**src/rtl/alu_arbiter_if.sv**
```systemverilog
// Request/response/ALU bundle for alu_arbiter.
// master = requesters + shared ALU, slave = arbiter.
interface alu_arbiter_if #(
  parameter int DATA_W = 32
);
  logic              req0_valid;
  logic              req1_valid;
  logic              req0_ready;
  logic              req1_ready;
  logic [DATA_W-1:0] req0_a;
  logic [DATA_W-1:0] req1_a;
  logic [DATA_W-1:0] req0_b;
  logic [DATA_W-1:0] req1_b;
  logic [5:0]        req0_aluc;
  logic [5:0]        req1_aluc;
  logic              rsp0_valid;
  logic              rsp1_valid;
  logic              rsp0_ready;
  logic              rsp1_ready;
  logic [DATA_W-1:0] rsp_result;
  logic [DATA_W-1:0] alu_a;
  logic [DATA_W-1:0] alu_b;
  logic [5:0]        alu_aluc;
  logic [DATA_W-1:0] alu_result;
  logic              busy;

  modport master (
    output req0_valid, req1_valid,
    output req0_a, req1_a, req0_b, req1_b,
    output req0_aluc, req1_aluc,
    output rsp0_ready, rsp1_ready,
    output alu_result,
    input  req0_ready, req1_ready,
    input  rsp0_valid, rsp1_valid,
    input  rsp_result,
    input  alu_a, alu_b, alu_aluc,
    input  busy
  );

  modport slave (
    input  req0_valid, req1_valid,
    input  req0_a, req1_a, req0_b, req1_b,
    input  req0_aluc, req1_aluc,
    input  rsp0_ready, rsp1_ready,
    input  alu_result,
    output req0_ready, req1_ready,
    output rsp0_valid, rsp1_valid,
    output rsp_result,
    output alu_a, alu_b, alu_aluc,
    output busy
  );
endinterface

```
**src/rtl/alu_arbiter.sv**
```systemverilog
// Two-requester arbiter for one shared ALU, one op in flight.
// ALU_ARB_RR_EN selects round-robin; otherwise req0 has priority.
module alu_arbiter #(
  parameter int DATA_W = 32
) (
  input logic        clk,
  input logic        rst,
  alu_arbiter_if.slave bus
);

  typedef enum logic [1:0] {
    IDLE,
    EXEC,
    RESP
  } state_t;

  state_t            state;
  logic              owner;
  logic              gnt0;
  logic              gnt1;
  logic              accept;
  logic              rsp_hs;
  logic [DATA_W-1:0] a_sel;
  logic [DATA_W-1:0] b_sel;
  logic [5:0]        aluc_sel;

`ifdef ALU_ARB_RR_EN
  // last = 1 means req1 won the previous accept
  logic last;

  always_comb begin
    gnt1 = bus.req1_valid &&
           (!bus.req0_valid || !last);
  end

  always_ff @(posedge clk) begin
    if (rst) begin
      last <= 1'b1;
    end else if (accept) begin
      last <= gnt1;
    end
  end
`else
  always_comb begin
    gnt1 = bus.req1_valid && !bus.req0_valid;
  end
`endif

  always_comb begin
    gnt0 = bus.req0_valid && !gnt1;
    bus.req0_ready = !rst && (state == IDLE) && gnt0;
    bus.req1_ready = !rst && (state == IDLE) && gnt1;
    accept   = bus.req0_ready || bus.req1_ready;
    rsp_hs   = owner ? bus.rsp1_ready : bus.rsp0_ready;
    a_sel    = gnt1 ? bus.req1_a    : bus.req0_a;
    b_sel    = gnt1 ? bus.req1_b    : bus.req0_b;
    aluc_sel = gnt1 ? bus.req1_aluc : bus.req0_aluc;
  end

  always_ff @(posedge clk) begin
    if (rst) begin
      state          <= IDLE;
      owner          <= 1'b0;
      bus.alu_a      <= '0;
      bus.alu_b      <= '0;
      bus.alu_aluc   <= '0;
      bus.rsp_result <= '0;
      bus.rsp0_valid <= 1'b0;
      bus.rsp1_valid <= 1'b0;
      bus.busy       <= 1'b0;
    end else begin
      unique case (state)
        IDLE: begin
          if (accept) begin
            bus.alu_a    <= a_sel;
            bus.alu_b    <= b_sel;
            bus.alu_aluc <= aluc_sel;
            owner        <= gnt1;
            bus.busy     <= 1'b1;
            state        <= EXEC;
          end
        end
        EXEC: begin
          bus.rsp_result <= bus.alu_result;
          bus.rsp0_valid <= !owner;
          bus.rsp1_valid <= owner;
          state          <= RESP;
        end
        RESP: begin
          if (rsp_hs) begin
            bus.rsp0_valid <= 1'b0;
            bus.rsp1_valid <= 1'b0;
            bus.busy       <= 1'b0;
            state          <= IDLE;
          end
        end
        default: state <= IDLE;
      endcase
    end
  end

endmodule

```
**src/flat_wrapper.sv**
```systemverilog
// flat-port wrapper written by rule: the top's interface ports become plain ports
module alu_arbiter_flat 
#(
  parameter int DATA_W = 32
)
  (clk, rst, bus_req0_valid, bus_req1_valid, bus_req0_a, bus_req1_a, bus_req0_b, bus_req1_b, bus_req0_aluc, bus_req1_aluc, bus_rsp0_ready, bus_rsp1_ready, bus_alu_result, bus_req0_ready, bus_req1_ready, bus_rsp0_valid, bus_rsp1_valid, bus_rsp_result, bus_alu_a, bus_alu_b, bus_alu_aluc, bus_busy);
  alu_arbiter_if #(.DATA_W(DATA_W)) bus_i ();
  input logic clk;
  input logic rst;
  input wire logic [$bits(bus_i.req0_valid)-1:0] bus_req0_valid;
  input wire logic [$bits(bus_i.req1_valid)-1:0] bus_req1_valid;
  input wire logic [$bits(bus_i.req0_a)-1:0] bus_req0_a;
  input wire logic [$bits(bus_i.req1_a)-1:0] bus_req1_a;
  input wire logic [$bits(bus_i.req0_b)-1:0] bus_req0_b;
  input wire logic [$bits(bus_i.req1_b)-1:0] bus_req1_b;
  input wire logic [$bits(bus_i.req0_aluc)-1:0] bus_req0_aluc;
  input wire logic [$bits(bus_i.req1_aluc)-1:0] bus_req1_aluc;
  input wire logic [$bits(bus_i.rsp0_ready)-1:0] bus_rsp0_ready;
  input wire logic [$bits(bus_i.rsp1_ready)-1:0] bus_rsp1_ready;
  input wire logic [$bits(bus_i.alu_result)-1:0] bus_alu_result;
  output wire logic [$bits(bus_i.req0_ready)-1:0] bus_req0_ready;
  output wire logic [$bits(bus_i.req1_ready)-1:0] bus_req1_ready;
  output wire logic [$bits(bus_i.rsp0_valid)-1:0] bus_rsp0_valid;
  output wire logic [$bits(bus_i.rsp1_valid)-1:0] bus_rsp1_valid;
  output wire logic [$bits(bus_i.rsp_result)-1:0] bus_rsp_result;
  output wire logic [$bits(bus_i.alu_a)-1:0] bus_alu_a;
  output wire logic [$bits(bus_i.alu_b)-1:0] bus_alu_b;
  output wire logic [$bits(bus_i.alu_aluc)-1:0] bus_alu_aluc;
  output wire logic [$bits(bus_i.busy)-1:0] bus_busy;
  assign bus_i.req0_valid = bus_req0_valid;
  assign bus_i.req1_valid = bus_req1_valid;
  assign bus_i.req0_a = bus_req0_a;
  assign bus_i.req1_a = bus_req1_a;
  assign bus_i.req0_b = bus_req0_b;
  assign bus_i.req1_b = bus_req1_b;
  assign bus_i.req0_aluc = bus_req0_aluc;
  assign bus_i.req1_aluc = bus_req1_aluc;
  assign bus_i.rsp0_ready = bus_rsp0_ready;
  assign bus_i.rsp1_ready = bus_rsp1_ready;
  assign bus_i.alu_result = bus_alu_result;
  assign bus_req0_ready = bus_i.req0_ready;
  assign bus_req1_ready = bus_i.req1_ready;
  assign bus_rsp0_valid = bus_i.rsp0_valid;
  assign bus_rsp1_valid = bus_i.rsp1_valid;
  assign bus_rsp_result = bus_i.rsp_result;
  assign bus_alu_a = bus_i.alu_a;
  assign bus_alu_b = bus_i.alu_b;
  assign bus_alu_aluc = bus_i.alu_aluc;
  assign bus_busy = bus_i.busy;
  alu_arbiter #(.DATA_W(DATA_W)) u_core (.clk(clk), .rst(rst), .bus(bus_i));
endmodule
```
**config.mk**
```make
export PLATFORM = sky130hd
export DESIGN_NAME = alu_arbiter_flat
export DESIGN_NICKNAME = d
export VERILOG_FILES = /design/src/rtl/alu_arbiter_if.sv /design/src/rtl/alu_arbiter.sv /design/src/flat_wrapper.sv
export SDC_FILE = /design/constraint.sdc
export NUM_CORES = 1
export LEC_CHECK = 0
export CAP_MARGIN = 40
export CORE_MARGIN = 10
export CORE_UTILIZATION = 42
export DETAILED_ROUTE_END_ITERATION = 16
export PLACE_DENSITY = 0.88
export SKIP_LAST_GASP = 1
export SYNTH_ARGS = -nofsm -noshare
export SYNTH_HDL_FRONTEND = slang
export SYNTH_SLANG_ARGS = --single-unit
```
**constraint.sdc**
```tcl
create_clock -name clk -period 2.3 [get_ports clk]
set_input_delay 0.23 -clock clk [delete_from_list [all_inputs] [get_ports clk]]
set_output_delay 0.23 -clock clk [all_outputs]
set_load 0.02 [all_outputs]
```
==> results of run 1 <==
[logic make-up after synthesis]
group                  after synthesis  synth area share, %
and+or+nand+nor                     77                 6.52
muxes                               72                 14.3
AOI/OAI and AO/OA                  181                 28.7
buffers and inverters               54                 7.62
DFF                                108                 42.9
[registers in the layout, summed over array words and instances (netlist names)]
| signal | flops |
|---|---|
| u_core.bus.rsp0_valid | 1 |
| u_core.owner | 1 |
| u_core.bus.alu_a | 32 |
| u_core.bus.rsp1_valid | 1 |
| u_core.bus.busy | 1 |
| u_core.bus.alu_aluc | 6 |
| u_core.bus.alu_b | 32 |
| u_core.bus.rsp_result | 32 |
| u_core.state | 2 |
[cells in the final DEF (no fill, tap or decap), types with 3 or more instances in the layout]
cell               n
clkdlybuf4s50_1  283
dfxtp_1          108
a21oi_1          104
mux2i_1           70
a211oi_2          69
nand2_1           64
clkbuf_16          9
buf_4              9
nand2b_1           3
bufinv_16          3
[routing by layer]
layer	vias up	routed length, microns	GRT usage [%]
met3	21	1850	8.03
met1	2211	6440	20.3
met4	2	295	6.48
li1	2281	-	-
met5	-	13	0
met2	188	9180	36.5
[worst max path at each step]
stage                                from  depth (start not counted)                  end  slack (ns)
after floorplan            bus_req0_valid                          4       bus_req1_ready        0.73
after global placement     bus_req1_valid                          4  u_core.bus.alu_b[2]        0.15
after detailed placement   bus_req1_valid                          5  u_core.bus.alu_a[8]        0.21
after CTS                 u_core.state[1]                          3       bus_req0_ready        0.19
after global routing      u_core.state[1]                          2       bus_req1_ready        0.09
final                     u_core.state[1]                          3       bus_req0_ready        0.23
[worst reg2reg max path, delay by kind of cell, from the launching register on]
kind                   cells  cell delay (ns)
and+or+nand+nor            2             0.72
DFF                        1             0.41
buffers and inverters      1             0.33
AOI/OAI and AO/OA          1             0.16
[layout make-up]
cell class / count / area, sq um
fill: 842 / 3390
timing repair buffer: 295 / 2980
multi-input combinational: 330 / 2510
sequential: 108 / 2160
clock buffer: 10 / 239
tap: 143 / 179
clock inverter: 6 / 109
inverter: 1 / 3.75
[metrics by stage]
| step | instance area (sq um) | cells |
|---|---|---|
| finish | 8180 | 893 |
| floorplan | 5040 | 492 |
| CTS | 8180 | 893 |
| global route | 8180 | 893 |
| detailed placement | 7830 | 877 |
| global placement | 7770 | 875 |
[where the power goes]
part	leakage [nW]	switching, mW	internal (mW)	total, mW
clock	0.173	0.683	1.09	1.78
sequential	0.889	0.0973	2.04	2.14
combinational	2.09	0.764	0.797	1.56
==> results.cfg, run 1 <==
[sta]
fmax_ghz = 0.484
worst_slack_ns = 0.234
finalCriticalPeriod_ns = 2.07
fin_tns_setup_ns = 0
rsz0062_at_grt = no
slew_violations = 0
fin_crit_sh_pct = 89.8
hold_violations = 0
maxSlewHeadroom_pct = 50.5
clock_skew_ns = 0.00609
worst_pin_slew_ns = 0.742
setup_viol = 0
fin_hold_ws_ns = 0.406

[synth]
ys_warn_count = 0
synth_top_flop_cell = dfxtp_1
syn_inst = 492
syn_nets = 670
synth_edf_count = 0
synthMostInstantiatedCell = dfxtp_1
yosysTopAreaCell = dfxtp_1
syn_area_sq_mm = 0.00504
synthArstFlopShare_pct = 0
yosys.area.top_type_share_pct = 42.9
synth_area_per_cell_sq_um = 10.3
netlist_top_cells_count = 108 x dfxtp_1, 104 x a21oi_1, 70 x mux2i_1, 69 x a211oi_2, 64 x nand2_1
synth_area_leaders = dfxtp_1 43%, a211oi_2 17%, mux2i_1 14%
yosysSeqAreaShare_pct = 42.9
ys_ff_latch = 108
netlist-cell-type-count = 26

[power]
leakage_nw = 3.15
pwr_density_cell_mw_per_mm2 = 670
peakVddDrop_uv = 405
power_mw = 5.47

[clocking]
holdBufCountCts = 0
htree_levels = 3
postCtsSetupRepairBufs = 0
post_cts_resized = 0
clockBufferDepth = 2
clk_pin_slew_ns = 0.07
numCtsBuffers = 9
clkLatencyLatePin_ns = 0.34
cts_tree = yes
clock_sinks = 108
root_buffer = clkbuf_16

[global_routing]
grt_antenna_before_repair = 1
grt_max_degree = 72
grt_pass1_vias = 4949
grt_overflow = 0
grt_usage_pct = 20.0
grt_pass1_wl_mm = 26.9

[drt]
post-route-drc-count = 0
dr.pass1.iters = 4
drt-initial-drc-count = 266
viasPerCell = 5.27
vias = 4703
drt_wl_total_mm = 17.8
ant_nets = 0
wl_per_cell_microns = 19.9

[placement]
io_buffers = 284
gp_congestion = 0.788
place_hpwl_mm = 13.8
dpl_worst_slack_ns = 0.208

[finish]
area_growth_pct = 62.1
fin_nets = 923
diodes = 0
post-route-util_pct = 70.7
drive_gt1_share_pct = 13.9

[critical_path]
worst_ep_arrival_time_ns = 1.84
slowest_delay_ns = 0.64
critPathMaxFanout = 9
setup.worst_path.end_class = primary output
crit_family = buffers and inverters
reg2reg_depth = 4
cpMaxStageDelayCell = clkdlybuf4s50_1
critPathKind = reg2out
path_buf_inv = 1
rrSetupSlack_ns = 0.55
cp_cell_sequence = nor3_4 > and2_1 > clkdlybuf4s50_1
rr_endpoint = u_core.bus.alu_a[28]
worst_ep_required_time_ns = 2.07
worstSetupStartpointType = register
reg2reg_from = u_core.state[1]

[worst_hold_path]
hold_path_class = in2reg
hold_end = u_core.state[0]
min_path_cells = 3
min_from = rst

[flow_run]
cap_violations = 0

[die]
start_util_pct = 43.6
die_area_sq_mm = 0.0168
fp.coreArea_sq_mm = 0.0116
num_rows = 39
pin_count = 285
die_height_microns = 130
die-width_microns = 130

[run_status]
status = complete, no violations
Note: power is estimated with default switching activity, not from simulation.
==> run 2: changes to the inputs <==
--- a/config.mk
+++ b/config.mk
@@ -9,6 +9,8 @@
 export CORE_MARGIN = 10
 export CORE_UTILIZATION = 42
 export DETAILED_ROUTE_END_ITERATION = 16
+export GPL_ROUTABILITY_DRIVEN = 0
+export GPL_TIMING_DRIVEN = 0
 export PLACE_DENSITY = 0.88
 export SKIP_LAST_GASP = 1
 export SYNTH_ARGS = -nofsm -noshare
==> results.cfg, run 2 (synthesis results as in run 1) <==
[sta]
hold_violations = 0
fin_tns_setup_ns = 0
setup_viol = 0
rsz0062_at_grt = no
slew_violations = 0
worst_pin_slew_ns = 0.719
maxSlewHeadroom_pct = 52.1
worst_slack_ns = 0.334
finalCriticalPeriod_ns = 1.97
fin_crit_sh_pct = 85.5
clock_skew_ns = 0.00795
fmax_ghz = 0.509

[clocking]
holdBufCountCts = 0
root_buffer = clkbuf_16
clk_pin_slew_ns = 0.07
clkLatencyLatePin_ns = 0.34
htree_levels = 3
cts_tree = yes
numCtsBuffers = 9
clock_sinks = 108
clockBufferDepth = 2

[finish]
area_growth_pct = 66.1
top_regs = u_core.bus.alu_a x32, u_core.bus.alu_b x32, u_core.bus.rsp_result x32
drive_gt1_share_pct = 16.7
fillers = 825
final_cell_mix = 281 x clkdlybuf4s50_1, 108 x dfxtp_1, 104 x a21oi_1
final_cells = 934
fin_nets = 965
final_common_cell = clkdlybuf4s50_1
diodes = 0
post-route-util_pct = 72.4

[drt]
post-route-drc-count = 0
viasPerCell = 5.19
drt_wl_total_mm = 18.7
drt-initial-drc-count = 235
dr.pass1.iters = 6
vias = 4847
ant_nets = 0
wl_per_cell_microns = 20.1

[critical_path]
crit_family = buffers and inverters
slowest_delay_ns = 0.46
worst_ep_required_time_ns = 2.07
critPathMaxFanout = 10
worst_ep_arrival_time_ns = 1.74
setup.worst_path.end_class = primary output
path_buf_inv = 4
cp_cell_sequence = clkdlybuf4s50_1 > nand2b_1 > buf_4 > buf_2 > nor4_1 > clkbuf_2
worstSetupStartpointType = input port
cpMaxStageDelayCell = clkdlybuf4s50_1
critPathKind = in2out

[power]
cellInternalPower_mw = 3.84
power_mw = 5.42
pwr_density_cell_mw_per_mm2 = 647
leakage_nw = 3.27
pwr-share-comb_pct = 30.5
peakVddDrop_uv = 486
p_seq_share_pct = 39.3
p_clk_share_pct = 30.2
p_sw_share_pct = 29.1
p_switching_mw = 1.58

[global_routing]
grt_overflow = 0
grt_max_degree = 18
grt_antenna_before_repair = 0
grt_usage_pct = 20.9
grt_pass1_wl_mm = 27.9
grt_pass1_vias = 5150

[placement]
dp.cells = 918
place_hpwl_mm = 15.3
io_buffers = 283
dpl_worst_slack_ns = -0.156

[die]
fp.coreArea_sq_mm = 0.0116
start_util_pct = 43.6
die_height_microns = 130
die_area_sq_mm = 0.0168
die-width_microns = 130
num_rows = 39
pin_count = 285

[worst_hold_path]
hold_path_class = in2reg

[run_status]
status = complete, no violations

[flow_run]
cap_violations = 0
==> run 2: cell count changes in the layout (fill, tap and decap cells not counted), moves of 2 or more <==
cell | previous run | this run
buf_1 | 0 | 3
buf_12 | 1 | 8
buf_16 | 2 | 0
buf_2 | 0 | 32
buf_4 | 9 | 2
clkbuf_1 | 0 | 8
clkdlybuf4s50_1 | 283 | 281
clkinv_2 | 2 | 0
clkinvlp_4 | 0 | 4
==> run 2: final timing paths <==
| kind | startpoint | end | slack, ns | depth (start not counted) |
|---|---|---|---|---|
| worst max-delay path | bus_req0_valid | bus_req1_ready | 0.33 | 6 |
| worst min-delay path | bus_alu_result[21] | u_core.bus.rsp_result[21] | 0.43 | 3 |
| worst min register to register | u_core.bus.rsp_result[12] | u_core.bus.rsp_result[12] | 0.46 | 2 |
| worst max register to register | u_core.state[0] | u_core.bus.alu_a[17] | 0.75 | 7 |
==> run 2: metal layers <==
layer	GRT usage [%]	share of wire (%)	vias up
li1	-	-	2371
met2	38.5	53	200
met5	0	0	-
met3	7.22	9.8	17
met4	5.62	1.4	0
met1	22.0	36	2259
==> run 2: layout make-up <==
class	instances	area, sq um	share of cell area [%]
buffer	53	380	4.54
clock buffer	9	225	2.69
inverter	1	3.75	0.0448
timing repair buffer	284	2840	33.9
clock inverter	6	90.1	1.08
tap	143	179	2.14
multi-input combinational	330	2500	29.8
sequential	108	2160	25.8
==> run 2: power by group through the flow <==
| stage | clock [mW] | sequential, mW | combinational [mW] |
|---|---|---|---|
| floorplan | 0 | 2.36 | 0.651 |
| global placement | 0 | 2.16 | 1.61 |
| detailed placement | 0 | 2.17 | 1.66 |
| CTS | 1.66 | 2.13 | 1.67 |
| global route | 1.73 | 2.14 | 1.76 |
| finish | 1.64 | 2.13 | 1.65 |
==> run 2: repair_timing <==
action	in CTS	in global routing
setup endpoints to repair	2	2
pin swaps	1	0
resized for setup	1	4
endpoints found under the hold margin	0	0
buffers inserted	1	0
==> run 2: per-stage QoR <==
step	hold WS, ns	instance area (sq um)
2_1_floorplan	0.327	5040
3_3_place_gp	0.442	8060
3_5_place_dp	0.447	8060
4_1_cts	0.428	8380
5_1_grt	0.447	8380
6_report	0.432	8380
==> run 2: worst register-to-register path, delay by kind of cell (launching register included) <==
family	cells	cell delay [ns]
buf+inv	4	0.66
compound gates	1	0.08
flops	1	0.30
simple gates	2	0.37
